--- src/rtl/pblaze_io_hub.sv ---
// pblaze_io_hub: KCPSM6 port-bus hub providing output registers with write pulses,
// a registered input mux with read pulses, and edge-detected interrupts with
// pending/mask registers and an interrupt/interrupt_ack handshake.
// Optional macro PBLAZE_IO_READBACK_EN: reads at OUT_BASE+i return output channel i.
module pblaze_io_hub #(
  parameter int unsigned N_OUT    = 4,
  parameter int unsigned N_IN     = 4,
  parameter int unsigned N_IRQ    = 4,
  parameter logic [7:0]  OUT_BASE = 8'h00,
  parameter logic [7:0]  IN_BASE  = 8'h10,
  parameter logic [7:0]  IRQ_BASE = 8'hF0
) (
  input  logic                 clk,
  input  logic                 reset,
  input  logic [7:0]           port_id,
  input  logic [7:0]           out_port,
  input  logic                 write_strobe,
  input  logic                 k_write_strobe,
  input  logic                 read_strobe,
  output logic [7:0]           in_port,
  output logic                 interrupt,
  input  logic                 interrupt_ack,
  output logic [8*N_OUT-1:0]   out_data,
  output logic [N_OUT-1:0]     out_wr_pulse,
  input  logic [8*N_IN-1:0]    in_data,
  output logic [N_IN-1:0]      in_rd_pulse,
  input  logic [N_IRQ-1:0]     irq_src
);

  typedef enum logic [1:0] {StIdle, StAssert, StService} irq_state_e;

  irq_state_e       irq_state_q;
  logic [N_IRQ-1:0] irq_src_q;
  logic [N_IRQ-1:0] pending_q;
  logic [N_IRQ-1:0] mask_q;

  logic [7:0]       out_off;
  logic [7:0]       in_off;
  logic [N_OUT-1:0] out_hit;
  logic [N_IN-1:0]  in_hit;
  logic             pend_wr;
  logic             mask_wr;
  logic [N_IRQ-1:0] src_edge;
  logic [N_IRQ-1:0] pend_clr;
  logic [N_IRQ-1:0] pending_d;
  logic             irq_active;
  logic [7:0]       rd_data;

  // Offsets wrap modulo 256, so addresses below a base land far outside the channel range.
  assign out_off    = port_id - OUT_BASE;
  assign in_off     = port_id - IN_BASE;
  assign pend_wr    = write_strobe && (port_id == IRQ_BASE);
  assign mask_wr    = write_strobe && (port_id == IRQ_BASE + 8'd1);
  assign src_edge   = irq_src & ~irq_src_q;
  assign pend_clr   = pend_wr ? out_port[N_IRQ-1:0] : '0;
  // Set has priority over write-1-to-clear on the same bit.
  assign pending_d  = (pending_q & ~pend_clr) | src_edge;
  assign irq_active = |(pending_q & mask_q);

  // Address decode for output writes (full OUTPUT decode, low-nibble OUTPUTK decode) and inputs.
  always_comb begin
    out_hit = '0;
    in_hit  = '0;
    for (int i = 0; i < N_OUT; i++) begin
      out_hit[i] = (write_strobe && (out_off == 8'(i))) ||
                   (k_write_strobe && (port_id[3:0] == 4'(i)));
    end
    for (int i = 0; i < N_IN; i++) begin
      in_hit[i] = (in_off == 8'(i));
    end
  end

  // Read mux; later assignments take priority, so the IN range wins any overlap.
  always_comb begin
    rd_data = 8'h00;
`ifdef PBLAZE_IO_READBACK_EN
    for (int i = 0; i < N_OUT; i++) begin
      if (out_off == 8'(i)) rd_data = out_data[8*i +: 8];
    end
`endif
    if (port_id == IRQ_BASE) begin
      rd_data = 8'(pending_q);
    end else if (port_id == IRQ_BASE + 8'd1) begin
      rd_data = 8'(mask_q);
    end
    for (int i = 0; i < N_IN; i++) begin
      if (in_hit[i]) rd_data = in_data[8*i +: 8];
    end
  end

  // Output registers, write/read pulses and the registered read port.
  always_ff @(posedge clk) begin
    if (reset) begin
      out_data     <= '0;
      out_wr_pulse <= '0;
      in_rd_pulse  <= '0;
      in_port      <= 8'h00;
    end else begin
      for (int i = 0; i < N_OUT; i++) begin
        if (out_hit[i]) out_data[8*i +: 8] <= out_port;
      end
      out_wr_pulse <= out_hit;
      in_rd_pulse  <= read_strobe ? in_hit : '0;
      in_port      <= rd_data;
    end
  end

  // Interrupt edge detect, pending and mask registers.
  always_ff @(posedge clk) begin
    if (reset) begin
      // Capture current sources so a level already high at reset is not seen as an edge.
      irq_src_q <= irq_src;
      pending_q <= '0;
      mask_q    <= '0;
    end else begin
      irq_src_q <= irq_src;
      pending_q <= pending_d;
      if (mask_wr) mask_q <= out_port[N_IRQ-1:0];
    end
  end

  // Interrupt handshake FSM with registered interrupt output.
  always_ff @(posedge clk) begin
    if (reset) begin
      irq_state_q <= StIdle;
      interrupt   <= 1'b0;
    end else begin
      unique case (irq_state_q)
        StIdle: begin
          if (irq_active) begin
            irq_state_q <= StAssert;
            interrupt   <= 1'b1;
          end
        end
        StAssert: begin
          // Held until acknowledged even if the request has since been masked off.
          if (interrupt_ack) begin
            irq_state_q <= StService;
            interrupt   <= 1'b0;
          end
        end
        StService: begin
          interrupt <= 1'b0;
          if (pend_wr) irq_state_q <= StIdle;
        end
        default: begin
          irq_state_q <= StIdle;
          interrupt   <= 1'b0;
        end
      endcase
    end
  end

endmodule

--- config.mk ---
export PLATFORM = sky130hd
export DESIGN_NAME = pblaze_io_hub
export DESIGN_NICKNAME = d
export VERILOG_FILES = /design/src/rtl/pblaze_io_hub.sv
export SDC_FILE = /design/constraint.sdc
export NUM_CORES = 1
export LEC_CHECK = 0
export BUFFER_PORTS_ARGS = -buffer_cell sky130_fd_sc_hd__buf_2
export CORE_MARGIN = 2
export CORE_UTILIZATION = 43
export DETAILED_ROUTE_END_ITERATION = 12
export PLACE_DENSITY_LB_ADDON = 0.1
export RECOVER_POWER = 100
export SLEW_MARGIN = 15
export SYNTH_ARGS = -nofsm -noshare
export SYNTH_HDL_FRONTEND = slang
export SYNTH_SLANG_ARGS = --single-unit
export TNS_END_PERCENT = 50
--- constraint.sdc ---
create_clock -name clk -period 1.48 [get_ports clk]
set_input_delay 0.148 -clock clk [delete_from_list [all_inputs] [get_ports clk]]
set_output_delay 0.148 -clock clk [all_outputs]
set_load 0.01 [all_outputs]
# ---- Yosys cells after proc, flatten, opt, wreduce, memory -nomap -nowiden
# Index checks and enable logic that the tools add are counted.
dict set report word_totals {
  in_bits 58
  output_inout_bits 49
  reg_bits 63
  word_cells 72
}
dict set report classes {
  reduce_logical 22
  eq_ne 16
  n_mux 14
  bitwise 7
  add_sub_neg 1
}
# cell n
set op_table {}
lappend op_table {{8-bit by 2-bit equality test with 1-bit output, second input constant} 4}
lappend op_table {{8-bit two-way mux} 4}
lappend op_table {{8-bit by 1-bit equality test with 1-bit output, second input constant} 2}
lappend op_table {{8-bit equality test, second input constant} 2}
lappend op_table {{8-bit zero test} 2}
lappend op_table {{4-bit bitwise AND} 3}
lappend op_table {{4-bit two-way mux} 3}
lappend op_table {{1-bit logical AND} 10}
lappend op_table {{4-bit by 2-bit equality test with 1-bit output, second input constant} 2}
lappend op_table {{4-bit NOT} 2}
lappend op_table {{8-bit by 5-bit subtractor with 8-bit output, second input constant} 1}
lappend op_table {{2-bit two-way mux} 3}
lappend op_table {{2-bit inequality test, second input constant} 3}
lappend op_table {{2-bit case mux with 3 select lines} 1}
lappend op_table {{4-bit by 1-bit equality test with 1-bit output, second input constant} 1}
lappend op_table {{4-bit zero test} 1}
lappend op_table {{1-bit logical OR} 4}
lappend op_table {{4-bit OR} 1}
lappend op_table {{4-bit OR reduction} 1}
lappend op_table {{3-bit AND reduction} 1}
lappend op_table {{2-bit by 1-bit equality test with 1-bit output, second input constant} 1}
lappend op_table {{2-bit equality test, second input constant} 1}
lappend op_table {{2-bit zero test} 1}
lappend op_table {{1-bit two-way mux} 2}
lappend op_table {{other kinds (4)} 4}

# ---- Depth between registers and ports, before layout
dict set report logic_depth {
  depth_word 7
  depth_mapped 6
  mapped_depth_nobuf 4
}

# ---- Worst setup path after synthesis
# Ideal clock, no wire load.
dict set report synth_timing {
  path_type {input-to-reg}
  from {input port_id[1]}
  to {register mask_q[0]}
  n_path_buf 1
  t_arrival_ns 1.359
  t_required_ns 1.352
  setup_time_ns 0.128
  stages 5
  path_slack_ns -0.007
  path_cell_list {buf_2 > or4b_4 > nor3b_4 > mux2i_1 > nor2_1}
}
dict set report synth_via {
  elab_chain_cells 2
}
# element line
set synth_lines {}
lappend synth_lines {{start: declaration} 15} ;# input logic [7:0] port_id,
lappend synth_lines {{8-bit equality test} 53} ;# assign mask_wr = write_strobe && (port_id == IRQ_BASE + 8'd1);
lappend synth_lines {{1-bit logical AND} 53}
lappend synth_lines {{end signal: assignment} 118} ;# if (mask_wr) mask_q <= out_port[N_IRQ-1:0];
lappend synth_lines {{end: declaration} 35} ;# logic [N_IRQ-1:0] mask_q;
# Every way passes these cells.
# A chain may end at the register's enable or synchronous reset.

# ---- Worst setup path in the final report
dict set report layout_timing {
  from {input port_id[1]}
  to {register out_data[7]}
}
dict set report layout_via {
  elab_chain_cells 3
  elab_cells_between_ends 5
  classes_between {5 x reduce/logical}
}
# element line
set layout_lines {}
lappend layout_lines {{8-bit zero test / 4-bit zero test (equally long branches)} {65, 66}}
lappend layout_lines {{1-bit logical AND, on equally long branches} {65, 66}}
lappend layout_lines {{1-bit logical OR (*)} 65} ;# out_hit[i] = (write_strobe && (out_off == 8'(i))) ||
lappend layout_lines {{end signal: indexed assignment} 100} ;# if (out_hit[i]) out_data[8*i +: 8] <= out_port;
lappend layout_lines {{end: declaration} 23} ;# output logic [8*N_OUT-1:0] out_data,
# Every way passes the cells marked *; elsewhere a longest branch is shown, timed or not.

==> results.toml <==
[final_layout]
layout_common_cells = "63 x sky130_fd_sc_hd__dfxtp_1, 56 x sky130_fd_sc_hd__buf_2, 55 x sky130_fd_sc_hd__clkbuf_1, 46 x sky130_fd_sc_hd__mux2i_1, 41 x sky130_fd_sc_hd__nand2b_1"
finish.instance_area_um2 = 3600
num_antenna_cells = 0
layoutNonFillerInstCount = 491
flow.area_growth_from_synthesis_pct = 32.7
layout_commonest_cell = "sky130_fd_sc_hd__dfxtp_1"
num-nets-final = 470
post_route_cells_drive_above_1_share_pct = 22.4
final_core_area_utilization_pct = 59.8
fill_cells = 589

[critical_path]
critPathSlowestCell = "sky130_fd_sc_hd__clkbuf_1"
worst-path-buf-inv = 3
regToRegEndpoint = "interrupt"
timing.reg2reg.setup_slack_ns = 0.22
worst-path-max-fanout = 16
worstSetupPathType = "in -> reg"
crit_path_end_kind = "flip-flop"
critical_path.max_stage_delay_ns = 0.33
critical_path.reg2reg.startpoint = "pending_q[3]"
path_cells = "buf_2 > clkbuf_2 > nor4_2 > clkbuf_1 > and2_1 > mux2i_1"
crit_family = "buffers and inverters"
worst_r2r_path_depth = 4
cp_data_arrival_time_ns = 1.56
critical_path.startpoint_type = "input pin"
critical_path_required_ns = 1.74

[clocking]
cts-root-to-sink-buffers = 2
post-cts-setup-buffer-count = 0
path_clk_slew_ns = 0.07
clock_sinks = 63
cts_max_level = 3
tritoncts_clock_tree = "built"
clk-insertion-delay-late_ns = 0.34
cts_buffers = 9
cts-root-buf = "sky130_fd_sc_hd__clkbuf_8"

[synth]
post_synth_inst_count = 282
yosysWarnings = 0
netlist_area_um2 = 2720
post_syn_nets = 340
sequential_cell_area_fraction_in_the_yosys_report_pct = 46.5
asyncSetResetFlopFracSynth_pct = 0
ys.flop_type = "sky130_fd_sc_hd__dfxtp_1"
ys_types = 37
syn-mean-instance-area_um2 = 9.63
synth_edf_count = 0
synth-seq-cells = 63

[global_route]
grt_start_max_net_pins = 18
grt.overflow.total = 0
grt_pass1_wl_um = 11800
antenna_found_initial = 0
globalRouteTotalUtil_pct = 20.8
first_global_vias = 2527

[sta]
layout_worst_path_cycle_share_pct = 87.8
relSlewSlack_pct = 69.6
hold_viol_final = 0
unrepaired_setup_endpoints_after_global_routing = "false"
drv_slew = 0
worst_slew_pin_slew_ns = 0.457
clock-skew-final_ns = 0.0109
setup_viol_count_final = 0
min_period_ns = 1.30
max_clock_freq_ghz = 0.770

[die]
number_of_top_level_pins = 107
row_count = 28
die_area_um2 = 6970
die_height_um = 83.5
start_util_pct = 45.1
die_width_um = 83.5
design.core.area_um2 = 6030

[detailed_routing]
antenna_left = 0
detail_route.drc_violations = 0
drt_first_iter_violations = 78
num_vias = 2476
detailedRoute.firstPassIterationCount = 4
average_vias_per_placed_instance = 5.04
routed_length_per_placed_instance_um = 14.0
finalWirelength_um = 6900

[placed_design]
dpl-instance-area_um2 = 3450
place.port_buffers = 106
numPlacedInstances = 472
place_congestion = 0.767
detailed_placement_wirelength_estimate_um = 5170

[job]
maxCapViolations = 0

[power_and_ir_drop]
vdd_ir_drop_max_mv = 0.776
power.density_nw_per_um2 = 1030
power_leakage_nw = 1.58

[outcome]
outcome = "finished clean"

[min_path]
worst_hold_path.endpoint = "in_port[7]"
hp-class = "in -> reg"
hold_depth = 3
min_from = "in_data[31]"
-- tightest hold or removal path, cell delays in order --
cell and delay, ns:
sky130_fd_sc_hd__buf_2 0.09, sky130_fd_sc_hd__nand2_1 0.04, sky130_fd_sc_hd__a21oi_1 0.06
-- flip-flops by register name (all words and copies together), names as in the netlist --
name          cells
mask_q            4
in_port           8
interrupt         1
pending_q         4
out_wr_pulse      4
in_rd_pulse       4
irq_src_q         4
irq_state_q       2
out_data         32
-- cells by family (layout without fill, tap and decap cells) --
kind of cell,after synthesis,in the layout,synth area share [%]
AOI/OAI and AO/OA,33,33,7.37
muxes,46,46,17.0
buffers and inverters,21,155,3.41
and+or+nand+nor,119,119,25.8
DFF,63,63,46.5
-- synth_stat cells (2+ instances only) --
cell	count	share of area, %
sky130_fd_sc_hd__nor2_1	31	4.3
sky130_fd_sc_hd__nand3_1	3	0.55
sky130_fd_sc_hd__nor3_1	3	0.55
sky130_fd_sc_hd__o21ai_0	11	2.0
sky130_fd_sc_hd__nor4b_1	3	0.97
sky130_fd_sc_hd__clkbuf_1	10	1.4
sky130_fd_sc_hd__nand4_1	6	1.4
sky130_fd_sc_hd__a32oi_1	3	0.97
sky130_fd_sc_hd__inv_1	5	0.69
sky130_fd_sc_hd__nand2b_1	41	9.4
sky130_fd_sc_hd__buf_2	5	0.92
sky130_fd_sc_hd__dfxtp_1	63	46
sky130_fd_sc_hd__a21oi_1	12	2.2
sky130_fd_sc_hd__nand2_1	8	1.1
sky130_fd_sc_hd__a311oi_1	2	0.65
sky130_fd_sc_hd__and2_1	5	1.2
sky130_fd_sc_hd__nor2b_1	6	1.4
sky130_fd_sc_hd__mux2i_1	46	17
-- layout make-up --
cell class                      instances  area, µm²  area share [%]
Multi-Input combinational cell        198       1340            37.3
Sequential cell                        63       1260            35.0
Timing Repair Buffer                  135        674            18.7
Clock buffer                           12        145            4.03
Tap cell                               75       93.8            2.60
Clock inverter                          3       67.6            1.87
Inverter                                5       18.8           0.521
-- power breakdown --
group / internal, mW / switching (mW)
sequential: 1.72 / 0.0146
clock: 0.987 / 0.656
combinational: 0.165 / 0.162
-- how the worst max path moves through the flow --
stage	endpoint	depth (start not counted)	start	slack [ns]
floorplan	mask_q[0]	5	port_id[1]	0.01
global placement	mask_q[2]	5	port_id[3]	-0.04
detailed placement	mask_q[2]	5	port_id[3]	-0.06
CTS	interrupt	4	pending_q[3]	0.22
global route	out_data[7]	6	port_id[1]	0.07
finish	out_data[7]	6	port_id[1]	0.18
-- stage by stage --
stage | total power [mW] | hold WS (ns) | setup slack, ns | setup TNS (ns)
after detailed placement | 2.11 | 0.264 | -0.0638 | -0.269
after CTS | 3.76 | 0.0348 | 0.224 | 0
after global routing | 3.86 | 0.0432 | 0.0669 | 0
after global placement | 2.10 | 0.261 | -0.0414 | -0.149
final | 3.71 | 0.0482 | 0.181 | 0
after floorplan | 1.94 | 0.176 | 0.0126 | 0
-- what timing repair did --
item / CTS / global route
endpoints found under the hold margin: 4 / 0
hold buffers: 4 / 0
gates resized for setup: 0 / 0
-- layer usage --
layer  track usage, %  up-vias  wire, µm
met5                0        -         0
met4             8.36        0       128
met3             4.55       11       387
met2             34.4       80      3290
met1             26.6     1147      3090
li1                 -     1238         -
(Power assumes the default switching activity.)
